===== src/rtl/light_sequencer_pkg.sv =====
// Shared types and defaults for the traffic light sequencer.
// Durations are 7-bit counts; states cover run and set modes.
package light_sequencer_pkg;

  typedef enum logic [2:0] {
    RED,
    GREEN,
    YELLOW,
    SET_R,
    SET_Y,
    SET_G
  } state_t;

  typedef logic [6:0] dur_t;

  localparam dur_t LS_DEF_R  = 7'd10;
  localparam dur_t LS_DEF_Y  = 7'd3;
  localparam dur_t LS_DEF_G  = 7'd7;
  localparam dur_t LS_T_MAX  = 7'd99;

endpackage


===== src/rtl/light_sequencer_if.sv =====
// Phase-end/button inputs and light/duration outputs of the sequencer.
// master drives stimulus, slave is the sequencer side.
interface light_sequencer_if;

  logic r_end;
  logic y_end;
  logic g_end;
  logic btn_mode;
  logic btn_inc;
  logic fsm_r;
  logic fsm_y;
  logic fsm_g;
  logic set_mode;
  logic c_s;
  light_sequencer_pkg::dur_t time_r;
  light_sequencer_pkg::dur_t time_y;
  light_sequencer_pkg::dur_t time_g;

  modport master (
    output r_end, y_end, g_end,
    output btn_mode, btn_inc,
    input  fsm_r, fsm_y, fsm_g,
    input  set_mode, c_s,
    input  time_r, time_y, time_g
  );

  modport slave (
    input  r_end, y_end, g_end,
    input  btn_mode, btn_inc,
    output fsm_r, fsm_y, fsm_g,
    output set_mode, c_s,
    output time_r, time_y, time_g
  );

endinterface


===== src/rtl/light_sequencer_dur_reg.sv =====
// Programmable duration register: loads its default on reset and
// increments on request, wrapping from the maximum back to 1.
module dur_reg
  import light_sequencer_pkg::*;
#(
  parameter dur_t DEF   = LS_DEF_R,
  parameter dur_t T_MAX = LS_T_MAX
) (
  input  logic clk,
  input  logic rst,
  input  logic inc,
  output dur_t q
);

  // >= also recovers a default that was set above the maximum
  always_ff @(posedge clk or posedge rst) begin
    if (rst) begin
      q <= DEF;
    end else if (inc) begin
      if (q >= T_MAX) begin
        q <= 7'd1;
      end else begin
        q <= q + 7'd1;
      end
    end
  end

endmodule


===== src/rtl/light_sequencer.sv =====
// Traffic light sequencer: RED->GREEN->YELLOW on counter end pulses,
// with a set mode that edits the three phase durations.
module light_sequencer
  import light_sequencer_pkg::*;
#(
  parameter dur_t DEF_R = LS_DEF_R,
  parameter dur_t DEF_Y = LS_DEF_Y,
  parameter dur_t DEF_G = LS_DEF_G,
  parameter dur_t T_MAX = LS_T_MAX
) (
  input  logic clk,
  input  logic rst,
  light_sequencer_if.slave io
);

  state_t state;
  state_t nxt;
  logic [2:0] lit_q;
  logic set_q;
  logic cs_q;
  logic inc_r;
  logic inc_y;
  logic inc_g;
  logic bump;

  function automatic state_t next_state(
    input state_t s,
    input logic re,
    input logic ye,
    input logic ge,
    input logic bm
  );
    state_t n;
    n = s;
    unique case (s)
      RED:     n = bm ? SET_R : (re ? GREEN : RED);
      GREEN:   n = bm ? SET_R : (ge ? YELLOW : GREEN);
      YELLOW:  n = bm ? SET_R : (ye ? RED : YELLOW);
      SET_R:   n = bm ? SET_Y : SET_R;
      SET_Y:   n = bm ? SET_G : SET_Y;
      SET_G:   n = bm ? RED : SET_G;
      default: n = RED;
    endcase
    return n;
  endfunction

  function automatic logic [2:0] lights(input state_t s);
    logic [2:0] l;
    l = 3'b100;
    unique case (s)
      RED, SET_R:    l = 3'b100;
      YELLOW, SET_Y: l = 3'b010;
      GREEN, SET_G:  l = 3'b001;
      default:       l = 3'b100;
    endcase
    return l;
  endfunction

  function automatic logic is_set(input state_t s);
    return (s == SET_R) || (s == SET_Y) || (s == SET_G);
  endfunction

  assign nxt = next_state(state, io.r_end, io.y_end,
                          io.g_end, io.btn_mode);

  // mode beats inc when both arrive together
  assign bump  = io.btn_inc & ~io.btn_mode;
  assign inc_r = bump & (state == SET_R);
  assign inc_y = bump & (state == SET_Y);
  assign inc_g = bump & (state == SET_G);

  always_ff @(posedge clk or posedge rst) begin
    if (rst) begin
      state <= RED;
      lit_q <= 3'b100;
      set_q <= 1'b0;
      cs_q  <= 1'b0;
    end else begin
      state <= nxt;
      lit_q <= lights(nxt);
      set_q <= is_set(nxt);
      cs_q  <= (state == SET_G) & io.btn_mode;
    end
  end

  assign io.fsm_r    = lit_q[2];
  assign io.fsm_y    = lit_q[1];
  assign io.fsm_g    = lit_q[0];
  assign io.set_mode = set_q;
  assign io.c_s      = cs_q;

  dur_reg #(.DEF(DEF_R), .T_MAX(T_MAX)) u_dur_r (
    .clk (clk),
    .rst (rst),
    .inc (inc_r),
    .q   (io.time_r)
  );

  dur_reg #(.DEF(DEF_Y), .T_MAX(T_MAX)) u_dur_y (
    .clk (clk),
    .rst (rst),
    .inc (inc_y),
    .q   (io.time_y)
  );

  dur_reg #(.DEF(DEF_G), .T_MAX(T_MAX)) u_dur_g (
    .clk (clk),
    .rst (rst),
    .inc (inc_g),
    .q   (io.time_g)
  );

endmodule


===== src/flat_wrapper.sv =====
// flat-port wrapper written by rule: the top's interface ports become plain ports
module light_sequencer_flat import light_sequencer_pkg::*;
#(
  parameter dur_t DEF_R = LS_DEF_R,
  parameter dur_t DEF_Y = LS_DEF_Y,
  parameter dur_t DEF_G = LS_DEF_G,
  parameter dur_t T_MAX = LS_T_MAX
)
  (clk, rst, io_r_end, io_y_end, io_g_end, io_btn_mode, io_btn_inc, io_fsm_r, io_fsm_y, io_fsm_g, io_set_mode, io_c_s, io_time_r, io_time_y, io_time_g);
  light_sequencer_if io_i ();
  input  logic clk;
  input  logic rst;
  input wire logic [$bits(io_i.r_end)-1:0] io_r_end;
  input wire logic [$bits(io_i.y_end)-1:0] io_y_end;
  input wire logic [$bits(io_i.g_end)-1:0] io_g_end;
  input wire logic [$bits(io_i.btn_mode)-1:0] io_btn_mode;
  input wire logic [$bits(io_i.btn_inc)-1:0] io_btn_inc;
  output wire logic [$bits(io_i.fsm_r)-1:0] io_fsm_r;
  output wire logic [$bits(io_i.fsm_y)-1:0] io_fsm_y;
  output wire logic [$bits(io_i.fsm_g)-1:0] io_fsm_g;
  output wire logic [$bits(io_i.set_mode)-1:0] io_set_mode;
  output wire logic [$bits(io_i.c_s)-1:0] io_c_s;
  output wire logic [$bits(io_i.time_r)-1:0] io_time_r;
  output wire logic [$bits(io_i.time_y)-1:0] io_time_y;
  output wire logic [$bits(io_i.time_g)-1:0] io_time_g;
  assign io_i.r_end = io_r_end;
  assign io_i.y_end = io_y_end;
  assign io_i.g_end = io_g_end;
  assign io_i.btn_mode = io_btn_mode;
  assign io_i.btn_inc = io_btn_inc;
  assign io_fsm_r = io_i.fsm_r;
  assign io_fsm_y = io_i.fsm_y;
  assign io_fsm_g = io_i.fsm_g;
  assign io_set_mode = io_i.set_mode;
  assign io_c_s = io_i.c_s;
  assign io_time_r = io_i.time_r;
  assign io_time_y = io_i.time_y;
  assign io_time_g = io_i.time_g;
  light_sequencer #(.DEF_R(DEF_R), .DEF_Y(DEF_Y), .DEF_G(DEF_G), .T_MAX(T_MAX)) u_core (.clk(clk), .rst(rst), .io(io_i));
endmodule

===== config.mk =====
export PLATFORM = sky130hd
export DESIGN_NAME = light_sequencer_flat
export DESIGN_NICKNAME = d
export VERILOG_FILES = /design/src/rtl/light_sequencer_pkg.sv /design/src/rtl/light_sequencer_if.sv /design/src/rtl/light_sequencer_dur_reg.sv /design/src/rtl/light_sequencer.sv /design/src/flat_wrapper.sv
export SDC_FILE = /design/constraint.sdc
export NUM_CORES = 1
export LEC_CHECK = 0
export BUFFER_PORTS_ARGS = -buffer_cell sky130_fd_sc_hd__buf_2
export CORE_MARGIN = 5
export CORE_UTILIZATION = 32
export DETAILED_ROUTE_END_ITERATION = 12
export PLACE_DENSITY = 0.51
export SLEW_MARGIN = 25
export SYNTH_ARGS = -nofsm -noshare
export SYNTH_HDL_FRONTEND = slang
export SYNTH_SLANG_ARGS = --single-unit

===== constraint.sdc =====
create_clock -name clk -period 2.3 [get_ports clk]
set_clock_uncertainty 0.2 [all_clocks]
set_input_delay 0.115 -clock clk [delete_from_list [all_inputs] [get_ports clk]]
set_output_delay 0.115 -clock clk [all_outputs]
set_load 0.03 [all_outputs]

==> insert_results.sql <==
INSERT INTO impl_metrics (metric_group, metric, value, unit) VALUES
('drt', 'antenna_violating_nets_post_route', '0', ''),
('global_routing', 'grt_pass1_wl', '5740', 'um'),
('synthesis', 'seq_area_frac_synth', '0.459', ''),
('synthesis', 'synth_commonest_cells', 'sky130_fd_sc_hd__dfrtp_1 (21), sky130_fd_sc_hd__nor2_1 (21), sky130_fd_sc_hd__xnor2_1 (13), sky130_fd_sc_hd__nand2_1 (10)', ''),
('clock_network', 'cts.sink_count', '29', ''),
('clock_network', 'clk_path_buf_depth', '2', ''),
('placement', 'detailed_place_hpwl', '2510', 'um'),
('timing', 'setup-tns-final', '0', 'ps'),
('synthesis', 'netlist.top_cell.by_area', 'sky130_fd_sc_hd__dfrtp_1', ''),
('cells_and_area', 'fin_area', '1900', 'um2'),
('synthesis', 'synthesis.area_per_instance', '10.2', 'um2'),
('floorplan', 'dieWidth', '80.7', 'um'),
('synthesis', 'syn_nets', '167', ''),
('synthesis', 'synth_area_leaders', 'sky130_fd_sc_hd__dfrtp_1 (33%), sky130_fd_sc_hd__dfstp_2 (13%), sky130_fd_sc_hd__xnor2_1 (7.1%)', ''),
('flow_run', 'cap_viol_max_count', '0', ''),
('global_routing', 'grt_max_degree', '30', ''),
('run_status', 'outcome', 'completed', ''),
('cells_and_area', 'finish.cell_count_without_fillers', '260', ''),
('synthesis', 'synth_area_in_compound_gates', '0.0922', ''),
('clock_network', 'htreeDepth', '2', ''),
('clock_network', 'post_cts_resize_count', '0', ''),
('worst_hold_path', 'hp-class', 'in2reg', ''),
('clock_network', 'post-cts-setup-buffers', '0', ''),
('pwr', 'cellLeakagePower', '0.867', 'nW'),
('clock_network', 'tritoncts.num_buffers', '5', ''),
('cells_and_area', 'antenna-diode-count', '0', ''),
('setup_path', 'worst_ep_required_time', '2300', 'ps'),
('timing', 'max_clock_freq', '511', 'MHz'),
('floorplan', 'die_h', '80.7', 'um'),
('floorplan', 'rows', '25', ''),
('placement', 'placedCellCount', '250', ''),
('timing', 'worst_slack', '344', 'ps'),
('pwr', 'vdd.ir_drop.worst', '0.564', 'mV'),
('global_routing', 'globalRouteOverflowTotal', '0', ''),
('synthesis', 'yosysTopAreaCellShare', '0.328', ''),
('drt', 'wl_per_cell', '13.1', 'um'),
('synthesis', 'number_of_distinct_library_cells_after_synthesis', '39', ''),
('floorplan', 'coreArea', '4790', 'um2'),
('synthesis', 'async_flop_share', '1.00', ''),
('synthesis', 'synth_simple_gate_area_frac', '0.275', ''),
('clock_network', 'clkTransAtPathRegs', '60', 'ps'),
('synthesis', 'synth_xor_xnor_area_share', '0.0766', ''),
('drt', 'met3RoutedLength', '208', 'um'),
('timing', 'finalWorstPathRequiredPeriod', '1960', 'ps'),
('placement', 'dpl_worst_slack', '377', 'ps'),
('cells_and_area', 'flow.area_growth_from_synthesis', '18.5', '%'),
('placement', 'io_buffer_count', '32', ''),
('pwr', 'finalPower', '2.28', 'mW'),
('drt', 'vias_per_instance', '4.70', ''),
('synthesis', 'synth_enable_flop_cells', '0', ''),
('timing', 'rsz0062_at_grt', 'false', ''),
('placement', 'place_congestion', '0.788', ''),
('synthesis', 'synthesis.yosys.warnings', '0', ''),
('global_routing', 'grt_pass1_vias', '1219', ''),
('synthesis', 'ys_seq_elements', '29', ''),
('cells_and_area', 'final_core_utilization', '0.397', ''),
('clock_network', 'postCtsHoldBufs', '2', ''),
('timing', 'timing_worst_slew_pin_value', '559', 'ps'),
('clock_network', 'cts_tree', 'yes', ''),
('timing', 'timing.slew.headroom', '0.624', ''),
('synthesis', 'netlist_area', '1600', 'um2'),
('clock_network', 'clock_tree.root_cell', 'sky130_fd_sc_hd__clkbuf_8', ''),
('drt', 'dr.max_layer_used', 'met4', ''),
('floorplan', 'num_io_pins', '33', ''),
('setup_path', 'critPathArrivalTime', '1960', 'ps'),
('setup_path', 'cp-start-kind', 'register', ''),
('timing', 'setup_viol', '0', ''),
('drt', 'routed_wl', '3400', 'um'),
('timing', 'holdWs', '60.3', 'ps'),
('clock_network', 'clk_latency', '270', 'ps'),
('synthesis', 'synth_top_family_by_area', 'simple AND/OR/NAND/NOR gates', '');
[sequential cells by signal, summed over array words and instances (netlist names)]
register and cells:
u_core.u_dur_g.q 7, u_core.u_dur_r.q 7, u_core.u_dur_y.q 7, u_core.lit_q 3, u_core.state 3, u_core.io.c_s 1
u_core.io.set_mode 1
[where the power goes]
part / internal, mW / switching (mW)
clock: 0.243 / 0.180
sequential: 0.702 / 0.228
combinational: 0.351 / 0.573
[per-layer routing]
metal	vias up	track usage
li1	610	-
met1	586	0.131
met2	22	0.192
met3	4	0.0455
met4	0	0.0456
met5	-	0
[cell families after synthesis]
logic type / Yosys count
AOI/OAI and AO/OA: 21
adders and majority gates: 3
buffers and inverters: 15
and+or+nand+nor: 73
muxes: 2
DFF: 29
xor gates and xnor gates: 14
[cell type report]
cell class	instances	area, um2
Tap cell	67	83.8
Timing Repair Buffer	35	188
Fill cell	482	2890
Inverter	8	30.0
Sequential cell	29	736
Multi-Input combinational cell	113	771
Clock buffer	8	90.1
[worst paths after layout]
kind	cells past startpoint	startpoint	slack [ps]	to
setup / recovery	5	u_core.u_dur_r.q[0]	340	u_core.u_dur_r.q[4]
hold / removal	3	io_g_end	60	u_core.state[1]
setup reg to reg	5	u_core.u_dur_r.q[0]	340	u_core.u_dur_r.q[4]
hold reg to reg	2	u_core.u_dur_r.q[1]	310	u_core.u_dur_r.q[1]
max in group asynchronous	4	rst	1310	u_core.u_dur_g.q[0]
min in group asynchronous	4	rst	270	u_core.u_dur_r.q[6]
[cells in the final DEF (no fill, tap or decap), types with 4 or more instances in the layout]
cell type / synthesis / layout
sky130_fd_sc_hd__inv_1: 8 / 8
sky130_fd_sc_hd__clkbuf_8: 0 / 6
sky130_fd_sc_hd__xnor2_1: 13 / 13
sky130_fd_sc_hd__a31oi_1: 4 / 4
sky130_fd_sc_hd__nand2_1: 10 / 10
sky130_fd_sc_hd__buf_2: 1 / 32
sky130_fd_sc_hd__o21ai_0: 4 / 4
sky130_fd_sc_hd__nand2b_1: 5 / 5
sky130_fd_sc_hd__nand3_1: 9 / 9
sky130_fd_sc_hd__nor2_1: 21 / 21
sky130_fd_sc_hd__nor3_1: 9 / 9
sky130_fd_sc_hd__dfstp_2: 8 / 8
sky130_fd_sc_hd__dfrtp_1: 21 / 21
[worst max-delay path, stage by stage, from the launching register on]
cell and delay, ps:
sky130_fd_sc_hd__dfrtp_1 430, sky130_fd_sc_hd__ha_1 250, sky130_fd_sc_hd__a211o_1 230, sky130_fd_sc_hd__o311ai_1 420
sky130_fd_sc_hd__nor3_1 210, sky130_fd_sc_hd__nor2_1 150
Power figures use the tool's default switching activity.
